<file path="src/rtl/pipeline_pkg.sv">
// Shared types and helpers for the 5-stage pipeline hazard controller.
package pipeline_pkg;

    typedef enum logic [1:0] {
        FWD_RF = 2'b00,
        FWD_W  = 2'b01,
        FWD_M  = 2'b10
    } fwd_sel_e;

    typedef enum logic {
        RUN      = 1'b0,
        MEM_WAIT = 1'b1
    } hz_state_e;

    localparam logic [4:0] REG_ZERO = 5'd0;

    // x0 is hardwired to zero, so it never matches a producer.
    function automatic logic reg_match(input logic [4:0] wa, input logic [4:0] rs);
        return (wa != REG_ZERO) && (wa == rs);
    endfunction

endpackage

</file>
<file path="src/rtl/pipeline_hazard_ctrl_forward_sel.sv">
// E-stage operand forwarding select for one source operand; M has priority over W.
module forward_sel
    import pipeline_pkg::*;
(
    input  logic [4:0] rs_E,
    input  logic [4:0] wa_M,
    input  logic       we_M,
    input  logic [4:0] wa_W,
    input  logic       we_W,
    output fwd_sel_e   fwd_sel
);

    // Select the youngest in-flight producer of rs_E.
    always_comb begin
        fwd_sel = FWD_RF;
        if (we_M && reg_match(wa_M, rs_E)) begin
            fwd_sel = FWD_M;
        end else if (we_W && reg_match(wa_W, rs_E)) begin
            fwd_sel = FWD_W;
        end else begin
            fwd_sel = FWD_RF;
        end
    end

endmodule

</file>
<file path="src/rtl/pipeline_hazard_ctrl.sv">
// Central stall/flush/forwarding controller with data-memory wait FSM and timeout.
// Optional build macro HAZARD_PERF_CNT_EN adds three 32-bit performance counters.
module pipeline_hazard_ctrl
    import pipeline_pkg::*;
#(
    parameter int MEM_TIMEOUT = 16,
    parameter int CNT_W       = 5
) (
    input  logic       clk,
    input  logic       rst_n,
    input  logic [4:0] rs1_D,
    input  logic [4:0] rs2_D,
    input  logic [4:0] rs1_E,
    input  logic [4:0] rs2_E,
    input  logic [4:0] register_file_WA_E,
    input  logic [4:0] register_file_WA_M,
    input  logic [4:0] register_file_WA_W,
    input  logic       ctrl_register_file_WE_M,
    input  logic       ctrl_register_file_WE_W,
    input  logic       ctrl_result_E,
    input  logic       ctrl_branch_M,
    input  logic       ALU_zero_M,
    input  logic       dmem_req_M,
    input  logic       dmem_ready,
    output logic       stall_F,
    output logic       stall_D,
    output logic       stall_E,
    output logic       stall_M,
    output logic       flush_D,
    output logic       flush_E,
    output logic       flush_M,
    output logic       flush_W,
    output logic [1:0] forward_A_E,
    output logic [1:0] forward_B_E,
    output logic       pc_src,
    output logic       mem_err
`ifdef HAZARD_PERF_CNT_EN
    ,
    output logic [31:0] perf_stall_cycles,
    output logic [31:0] perf_flushes,
    output logic [31:0] perf_timeouts
`endif
);

    hz_state_e        state_r;
    hz_state_e        state_nxt_s;
    logic [CNT_W-1:0] cnt_r;
    logic [CNT_W-1:0] cnt_nxt_s;
    logic             mem_err_r;
    logic             mem_wait_s;
    logic             timeout_s;
    logic             run_s;
    logic             branch_s;
    logic             load_use_s;
    fwd_sel_e         fwd_a_s;
    fwd_sel_e         fwd_b_s;

    forward_sel u_fwd_a (
        .rs_E    (rs1_E),
        .wa_M    (register_file_WA_M),
        .we_M    (ctrl_register_file_WE_M),
        .wa_W    (register_file_WA_W),
        .we_W    (ctrl_register_file_WE_W),
        .fwd_sel (fwd_a_s)
    );

    forward_sel u_fwd_b (
        .rs_E    (rs2_E),
        .wa_M    (register_file_WA_M),
        .we_M    (ctrl_register_file_WE_M),
        .wa_W    (register_file_WA_W),
        .we_W    (ctrl_register_file_WE_W),
        .fwd_sel (fwd_b_s)
    );

    assign forward_A_E = fwd_a_s;
    assign forward_B_E = fwd_b_s;
    assign mem_err     = mem_err_r;

    // Memory-wait sequencing: wait counter and timeout detection.
    always_comb begin
        state_nxt_s = state_r;
        cnt_nxt_s   = cnt_r;
        mem_wait_s  = 1'b0;
        timeout_s   = 1'b0;
        case (state_r)
            RUN: begin
                if (dmem_req_M && !dmem_ready) begin
                    state_nxt_s = MEM_WAIT;
                    cnt_nxt_s   = CNT_W'(1);
                    mem_wait_s  = 1'b1;
                end else begin
                    state_nxt_s = RUN;
                    cnt_nxt_s   = '0;
                end
            end
            MEM_WAIT: begin
                if (dmem_ready) begin
                    state_nxt_s = RUN;
                    cnt_nxt_s   = '0;
                end else if (cnt_r == CNT_W'(MEM_TIMEOUT)) begin
                    state_nxt_s = RUN;
                    cnt_nxt_s   = '0;
                    timeout_s   = 1'b1;
                end else begin
                    cnt_nxt_s   = cnt_r + CNT_W'(1);
                    mem_wait_s  = 1'b1;
                end
            end
            default: begin
                state_nxt_s = RUN;
                cnt_nxt_s   = '0;
            end
        endcase
    end

    assign run_s      = (state_r == RUN);
    assign branch_s   = run_s && !mem_wait_s && ctrl_branch_M && ALU_zero_M;
    assign load_use_s = run_s && !mem_wait_s && !branch_s && ctrl_result_E &&
                        (reg_match(register_file_WA_E, rs1_D) ||
                         reg_match(register_file_WA_E, rs2_D));

    // Stall/flush/redirect decode; held quiet while reset is asserted.
    always_comb begin
        stall_F = 1'b0;
        stall_D = 1'b0;
        stall_E = 1'b0;
        stall_M = 1'b0;
        flush_D = 1'b0;
        flush_E = 1'b0;
        flush_M = 1'b0;
        flush_W = 1'b0;
        pc_src  = 1'b0;
        if (!rst_n) begin
            pc_src  = 1'b0;
        end else begin
            stall_F = mem_wait_s || load_use_s;
            stall_D = mem_wait_s || load_use_s;
            stall_E = mem_wait_s;
            stall_M = mem_wait_s;
            flush_D = branch_s;
            flush_E = branch_s || load_use_s;
            flush_M = branch_s;
            flush_W = mem_wait_s || timeout_s;
            pc_src  = branch_s;
        end
    end

    // FSM state, wait counter and sticky timeout flag.
    always_ff @(posedge clk or negedge rst_n) begin
        if (!rst_n) begin
            state_r   <= RUN;
            cnt_r     <= '0;
            mem_err_r <= 1'b0;
        end else begin
            state_r   <= state_nxt_s;
            cnt_r     <= cnt_nxt_s;
            mem_err_r <= mem_err_r || timeout_s;
        end
    end

`ifdef HAZARD_PERF_CNT_EN
    logic [31:0] perf_stall_r;
    logic [31:0] perf_flush_r;
    logic [31:0] perf_tmo_r;

    assign perf_stall_cycles = perf_stall_r;
    assign perf_flushes      = perf_flush_r;
    assign perf_timeouts     = perf_tmo_r;

    // Free-running event counters; wrap naturally at 2^32.
    always_ff @(posedge clk or negedge rst_n) begin
        if (!rst_n) begin
            perf_stall_r <= 32'd0;
            perf_flush_r <= 32'd0;
            perf_tmo_r   <= 32'd0;
        end else begin
            if (mem_wait_s || load_use_s) begin
                perf_stall_r <= perf_stall_r + 32'd1;
            end else begin
                perf_stall_r <= perf_stall_r;
            end
            if (branch_s) begin
                perf_flush_r <= perf_flush_r + 32'd1;
            end else begin
                perf_flush_r <= perf_flush_r;
            end
            if (timeout_s) begin
                perf_tmo_r <= perf_tmo_r + 32'd1;
            end else begin
                perf_tmo_r <= perf_tmo_r;
            end
        end
    end
`endif

endmodule

</file>
<file path="config.mk">
export PLATFORM = sky130hd
export DESIGN_NAME = pipeline_hazard_ctrl
export DESIGN_NICKNAME = d
export VERILOG_FILES = /design/src/rtl/pipeline_pkg.sv /design/src/rtl/pipeline_hazard_ctrl_forward_sel.sv /design/src/rtl/pipeline_hazard_ctrl.sv
export SDC_FILE = /design/constraint.sdc
export NUM_CORES = 1
export LEC_CHECK = 0
export ABC_AREA = 0
export ABC_CLOCK_PERIOD_IN_PS = 2200
export CAP_MARGIN = 5
export CORE_MARGIN = 2
export CORE_UTILIZATION = 35
export CTS_CLUSTER_DIAMETER = 50
export CTS_CLUSTER_SIZE = 30
export DETAILED_ROUTE_END_ITERATION = 10
export HOLD_SLACK_MARGIN = 0.12
export MAX_ROUTING_LAYER = met4
export PLACE_DENSITY_LB_ADDON = 0.05
export SLEW_MARGIN = 10
export SYNTH_ARGS = -nofsm -noshare
export SYNTH_HDL_FRONTEND = slang
export SYNTH_HIERARCHICAL = 1
export SYNTH_SLANG_ARGS = --single-unit
</file>
<file path="constraint.sdc">
create_clock -name clk -period 2.2 [get_ports clk]
set_input_delay 0.44 -clock clk [delete_from_list [all_inputs] [get_ports clk]]
set_output_delay 0.44 -clock clk [all_outputs]
set_load 0.03 [all_outputs]
</file>
==> out/metrics.cfg, run 1 <==
[floorplanning]
initial_utilization = 0.376
ios = 58
die_x_um = 53.2
die_area_um2 = 2830
core-area_um2 = 2250
rows = 17
die_height_um = 53.2

[sta]
period_share = 0.982
setup_violations = 0
setup_ws_ns = 0.0400
whs_ns = 0.487
skew_ns = 0.00659
worst_pin_slew_ns = 0.303
slew_viol_final = 0
slew_headroom = 0.795
fin_crit_ns = 2.16
finalHoldViolations = 0
fmax_ghz = 0.463

[synthesis]
synth_area_per_cell_um2 = 8.56
yosys_warnings = 6
yosys.area.top_type = dfrtp_1
synth-seq-area-share = 0.207
synth_fp_nets = 145
yosys-top-cells-area = dfrtp_1, xor2_1, xnor2_1, o41ai_2, nand3_1
synthCells = 99
syn_area_um2 = 847
synth_top_area_frac = 0.207
synth_cell_type_count = 28
ys_ff_latch = 7

[outcome]
status = complete, no violations

[clock_tree]
h-tree-depth = 1
cts_tree = yes
cts_made_buffers = 3
clock-sinks = 7
cts.reportedPaths.clkPinSlew_ns = 0.05
cts_root_buffer = clkbuf_4
clkLatencyLatePin_ns = 0.25
cts_buffer_depth = 2

[placed_design]
portBuffers = 57
place.gp.congestion = 0.794
pre_cts_ws_ns = -0.141
place.detailed.hpwl_mm = 2.14

[job]
maxCapViolCount = 0

[setup_path]
path_max_fanout = 2
critPathArrivalTime_ns = 1.72
reg2reg_depth = 6
crit_required_ns = 1.76
criticalPathCategory = input port to output port
cp_num_buf_inv = 2
reg2reg_to = cnt_r[0]
start_kind = input port
critPathCaptureType = output port
slowest_stage = or4_4
ff2ff_setup_slack_ns = 0.87
timing.rr.start = cnt_r[0]
path_delay_family = simple AND/OR/NAND/NOR gates
slowest_delay_ns = 0.53
path_cells = dlygate4sd2_1 -> or4_4 -> o2111ai_4 -> o21bai_1 -> buf_4

[power_and_ir_drop]
power.share.clock = 0.227
internal_power_mw = 0.338
combPwrFrac = 0.497
switching_share = 0.336
switchingPower_mw = 0.171
p_leak_nw = 0.769
p_seq_frac = 0.276
powerDensity_nw_per_um2 = 318
ir_drop_mv = 0.250
totalPowerFinal_mw = 0.509

[drt]
vias = 980
totalWireLength_mm = 2.68
ant_nets = 0
drtIter0Drc = 11
drt_drc_violations_left = 0
drtPass1Iterations = 4
avgViaCountPerCell = 5.00
wl_per_cell_um = 13.7

[final_layout]
nets = 215
area_delta_synth_final_pct = 88.9
n_antenna_cell = 0
drive_gt1_frac = 0.274

[global_route]
grt_pass1_vias = 938
grt_max_degree = 10
grt_pass1_wl_mm = 3.93
overflow = 0
antenna_found_initial = 0
grt_usage = 0.197

[min_path]
hold_path.class = input port to asynchronous set/reset pin

==> layout make-up <==
cell class	instances	area, µm²
Clock buffer	4	26.3
Multi-Input combinational cell	85	704
Timing Repair Buffer	69	648
Inverter	3	11.3
Tap cell	28	35.0
Fill cell	214	654
Sequential cell	7	175
==> cells in the final DEF (no fill, tap or decap), types with 3 or more instances in the layout <==
cell type        netlist  final
clkdlybuf4s50_1        0     17
xnor2_1               11     11
nand2_1                7      7
inv_1                  3      3
clkbuf_4               0      3
dfrtp_1                7      7
dlygate4sd2_1          0     14
nor3_2                 2      4
nand3_1                6      6
dlymetal6s2s_1         0     12
nor2_1                 8      6
buf_4                  4     23
nor3_1                 6      4
xor2_1                18     18
==> power groups by stage <==
stage                     sequential (mW)  combinational, mW  clock, mW
after floorplan                     0.140              0.106          0
after global placement              0.141              0.242          0
after detailed placement            0.141              0.246          0
after CTS                           0.141              0.250      0.119
after global routing                0.142              0.273      0.127
final                               0.141              0.253      0.116
==> worst max path at each step <==
stage,startpoint,to,cells after the start
2_1_floorplan,cnt_r[0],stall_F,7
3_3_place_gp,register_file_WA_M[4],forward_A_E[0],5
3_5_place_dp,register_file_WA_M[1],forward_A_E[0],5
4_1_cts,rs1_E[4],forward_A_E[1],6
5_1_grt,cnt_r[0],stall_D,7
6_report,register_file_WA_E[1],flush_E,5
==> cell usage after synthesis <==
| cell type | count |
|---|---|
| ha_1 | 2 |
| nor3_1 | 6 |
| o21ai_0 | 1 |
| o21bai_1 | 2 |
| xnor2_1 | 11 |
| nor4_1 | 2 |
| a22oi_1 | 1 |
| nor3_2 | 2 |
| buf_4 | 4 |
| nor2b_1 | 2 |
| o31ai_2 | 1 |
| nand2_1 | 7 |
| a21boi_1 | 1 |
| nor2_1 | 8 |
| and2_1 | 1 |
| or4_4 | 1 |
| nand2b_1 | 2 |
| o2111ai_2 | 1 |
| xor2_1 | 18 |
| dfrtp_1 | 7 |
| and3_1 | 1 |
| nand3_1 | 6 |
| inv_1 | 3 |
| o41ai_1 | 1 |
| o41ai_2 | 2 |
| a21oi_1 | 2 |
| a211oi_2 | 2 |
| nor3b_1 | 2 |
==> state kept, by name, summed over array words and instances (netlist names) <==
signal,flops
state_r,1
cnt_r,5
mem_err,1
==> cell families after synthesis <==
family / Yosys count / synth area share
AOI/OAI and AO/OA: 14 / 0.164
xor gates and xnor gates: 29 / 0.300
adders and majority gates: 2 / 0.0295
buffers and inverters: 7 / 0.0487
DFF: 7 / 0.207
and+or+nand+nor: 40 / 0.251
==> routing by layer <==
layer	routed length, µm	GRT usage
met1	1080	0.240
met2	1360	0.325
met3	203	0.0339
met4	36	0.0769
met5	0	-
==> repair_timing <==
item | in CTS | in global routing
hold buffers | 0 | 0
pin swaps | 7 | 13
endpoints found under the hold margin | 0 | 0
gates resized for setup | 25 | 17
gates cloned | 0 | 0
setup endpoints to repair | 10 | 7
setup buffers | 0 | 0
==> metrics by stage <==
step | std cells | utilization | cell area (µm²) | setup TNS, ns
2_1_floorplan | 99 | - | 855 | 0
3_3_place_gp | 192 | 0.660 | 1490 | -0.740
3_5_place_dp | 192 | 0.660 | 1490 | -0.920
4_1_cts | 196 | 0.686 | 1550 | 0
5_1_grt | 196 | 0.710 | 1600 | -0.0459
6_report | 196 | 0.710 | 1600 | 0
No activity file was read; power rests on OpenSTA's default activity.
==> inputs of run 2 (changes only) <==
--- a/config.mk
+++ b/config.mk
@@ -11,7 +11,6 @@
 export CORE_MARGIN = 2
 export CORE_UTILIZATION = 35
 export CTS_CLUSTER_DIAMETER = 50
-export CTS_CLUSTER_SIZE = 30
 export DETAILED_ROUTE_END_ITERATION = 10
 export HOLD_SLACK_MARGIN = 0.12
 export MAX_ROUTING_LAYER = met4
==> results of run 2 <==
Final layout, timing and power as in run 1 (identical DEF).
==> inputs of run 3 (changes only) <==
--- a/config.mk
+++ b/config.mk
@@ -6,10 +6,10 @@
 export NUM_CORES = 1
 export LEC_CHECK = 0
 export ABC_AREA = 0
-export ABC_CLOCK_PERIOD_IN_PS = 2200
+export ABC_CLOCK_PERIOD_IN_PS = 2600
 export CAP_MARGIN = 5
 export CORE_MARGIN = 2
-export CORE_UTILIZATION = 35
+export CORE_UTILIZATION = 38
 export CTS_CLUSTER_DIAMETER = 50
 export DETAILED_ROUTE_END_ITERATION = 10
 export HOLD_SLACK_MARGIN = 0.12
==> constraint.sdc (replaced) <==
create_clock -name clk -period 2.6 [get_ports clk]
set_input_delay 0.52 -clock clk [delete_from_list [all_inputs] [get_ports clk]]
set_output_delay 0.52 -clock clk [all_outputs]
set_load 0.03 [all_outputs]
==> run 3 against run 2 <==
Compared with the run above: utilization down 3.0 points; wire length down 12%; power down 18%; clock power down 17%; sequential share of layout area up 1.0 points; combinational power down 20%; via count down 8.2%; worst setup slack better by 0.052 ns; clock skew down 0.0030 ns; critical path depth unchanged; critical path type unchanged; largest cell class unchanged; largest power group unchanged.
==> out/metrics.cfg, run 3 (synthesized netlist as in run 1, its figures left out) <==
[final_layout]
n_antenna_cell = 0
top_register = cnt_r
multi_input_area_um2 = 646
fin_cells = 188
fillers = 183
area_delta_synth_final_pct = 72.5
largest_reg_flops = 5
final_cell_mix = clkdlybuf4s50_1, xor2_1, buf_4
post-route-util = 0.680
drive_gt1_frac = 0.200
finalInstanceArea_um2 = 1460
regArea_um2 = 175
nets = 207
final_common_cell = clkdlybuf4s50_1

[global_route]
antenna_found_initial = 0
overflow = 0
grt_usage = 0.193
grt_pass1_wl_mm = 3.84
grt_max_degree = 10
grt_pass1_vias = 892

[outcome]
status = complete, no violations

[drt]
drtIter0Drc = 15
vias = 900
avgViaCountPerCell = 4.79
wl_per_cell_um = 12.6
ant_nets = 0
totalWireLength_mm = 2.36
drtPass1Iterations = 4
drt_drc_violations_left = 0

[sta]
period_share = 0.965
fmax_ghz = 0.399
fin_crit_ns = 2.51
slew_headroom = 0.709
finalSetupTns_ns = 0
setup_violations = 0
skew_ns = 0.00363
slew_viol_final = 0
finalHoldViolations = 0
worst_pin_slew_ns = 0.435
rsz0062_at_grt = false

[setup_path]
path_cells = clkdlybuf4s50_1 -> o41ai_2 -> a211oi_2 -> nor3_2 -> buf_4
critPathArrivalTime_ns = 1.99
path_delay_family = buffers and inverters
start_kind = input port
critPathCaptureType = output port
path_max_fanout = 4
crit_required_ns = 2.08
slowest_stage = clkdlybuf4s50_1
criticalPathCategory = input port to output port
cp_num_buf_inv = 2
slowest_delay_ns = 0.53

[floorplanning]
die_x_um = 51.2
initial_utilization = 0.394
die_height_um = 51.2
core-area_um2 = 2150
ios = 58
rows = 17
die_area_um2 = 2620

[power_and_ir_drop]
switching_share = 0.321
internal_power_mw = 0.283
switchingPower_mw = 0.134
p_leak_nw = 0.588
totalPowerFinal_mw = 0.417
ir_drop_mv = 0.289
powerDensity_nw_per_um2 = 285
power.share.clock = 0.231
combPwrFrac = 0.486
p_seq_frac = 0.283

[job]
maxCapViolCount = 0

[clock_tree]
clock-sinks = 7
clkLatencyLatePin_ns = 0.25
holdBufCountCts = 0
cts_buffer_depth = 2
cts_made_buffers = 3
cts_root_buffer = clkbuf_4
h-tree-depth = 1
cts.reportedPaths.clkPinSlew_ns = 0.05
cts_tree = yes

[placed_design]
portBuffers = 57
place_inst = 184
place.gp.congestion = 0.842
place_area_um2 = 1420
place.detailed.hpwl_mm = 1.95

[min_path]
hold_path.class = register to register

==> run 3: power by group through the flow <==
stage	registers [mW]	clock network (mW)	logic (mW)
finish	0.118	0.0961	0.203
CTS	0.118	0.103	0.200
floorplan	0.118	0	0.0878
global placement	0.119	0	0.196
detailed placement	0.120	0	0.198
global route	0.119	0.107	0.219
==> run 3: cell type report <==
cell class / instances / share of cell area
multi-input cells: 85 / 0.442
repair buffers: 61 / 0.389
flip-flops and latches: 7 / 0.120
well taps: 28 / 0.0240
clock buffers: 4 / 0.0180
inverters: 3 / 0.00771
==> run 3: final timing paths <==
path / slack, ns / endpoint / depth (start not counted) / startpoint
worst max-delay path: 0.09 / forward_A_E[0] / 5 / register_file_WA_M[4]
worst min-delay path: 0.45 / mem_err / 2 / mem_err
worst max register to register: 1.25 / cnt_r[0] / 5 / cnt_r[0]
worst min register to register: 0.45 / mem_err / 2 / mem_err
max in group asynchronous: 1.89 / cnt_r[4] / 2 / rst_n
min in group asynchronous: 0.58 / cnt_r[1] / 2 / rst_n
==> run 3: stage by stage <==
| stage | worst slack (ns) | hold slack [ns] |
|---|---|---|
| 2_1_floorplan | 0.0483 | 0.224 |
| 3_3_place_gp | 0.109 | 0.448 |
| 3_5_place_dp | 0.0670 | 0.448 |
| 4_1_cts | 0.0585 | 0.460 |
| 5_1_grt | 0.0155 | 0.502 |
| 6_report | 0.0916 | 0.454 |
==> run 3: layer usage <==
metal	vias to the layer above	part of all wire	GRT usage	routed length, µm
met5	-	0	-	0
met4	0	0.0093	0.0658	22
met3	4	0.073	0.0263	173
met2	32	0.46	0.299	1090
met1	396	0.46	0.261	1080
li1	468	-	-	-
==> run 3: what timing repair did <==
action,4_1_cts,5_1_grt
setup buffers,0,0
endpoints found under the setup margin,0,3
gates resized for setup,0,3
==> run 3: worst reg2reg max path, stage by stage, from the launching register on <==
cell     delay, ns
dfrtp_1       0.41
inv_1         0.07
ha_1          0.14
nand2_1       0.07
o31ai_2       0.38
o21ai_0       0.14
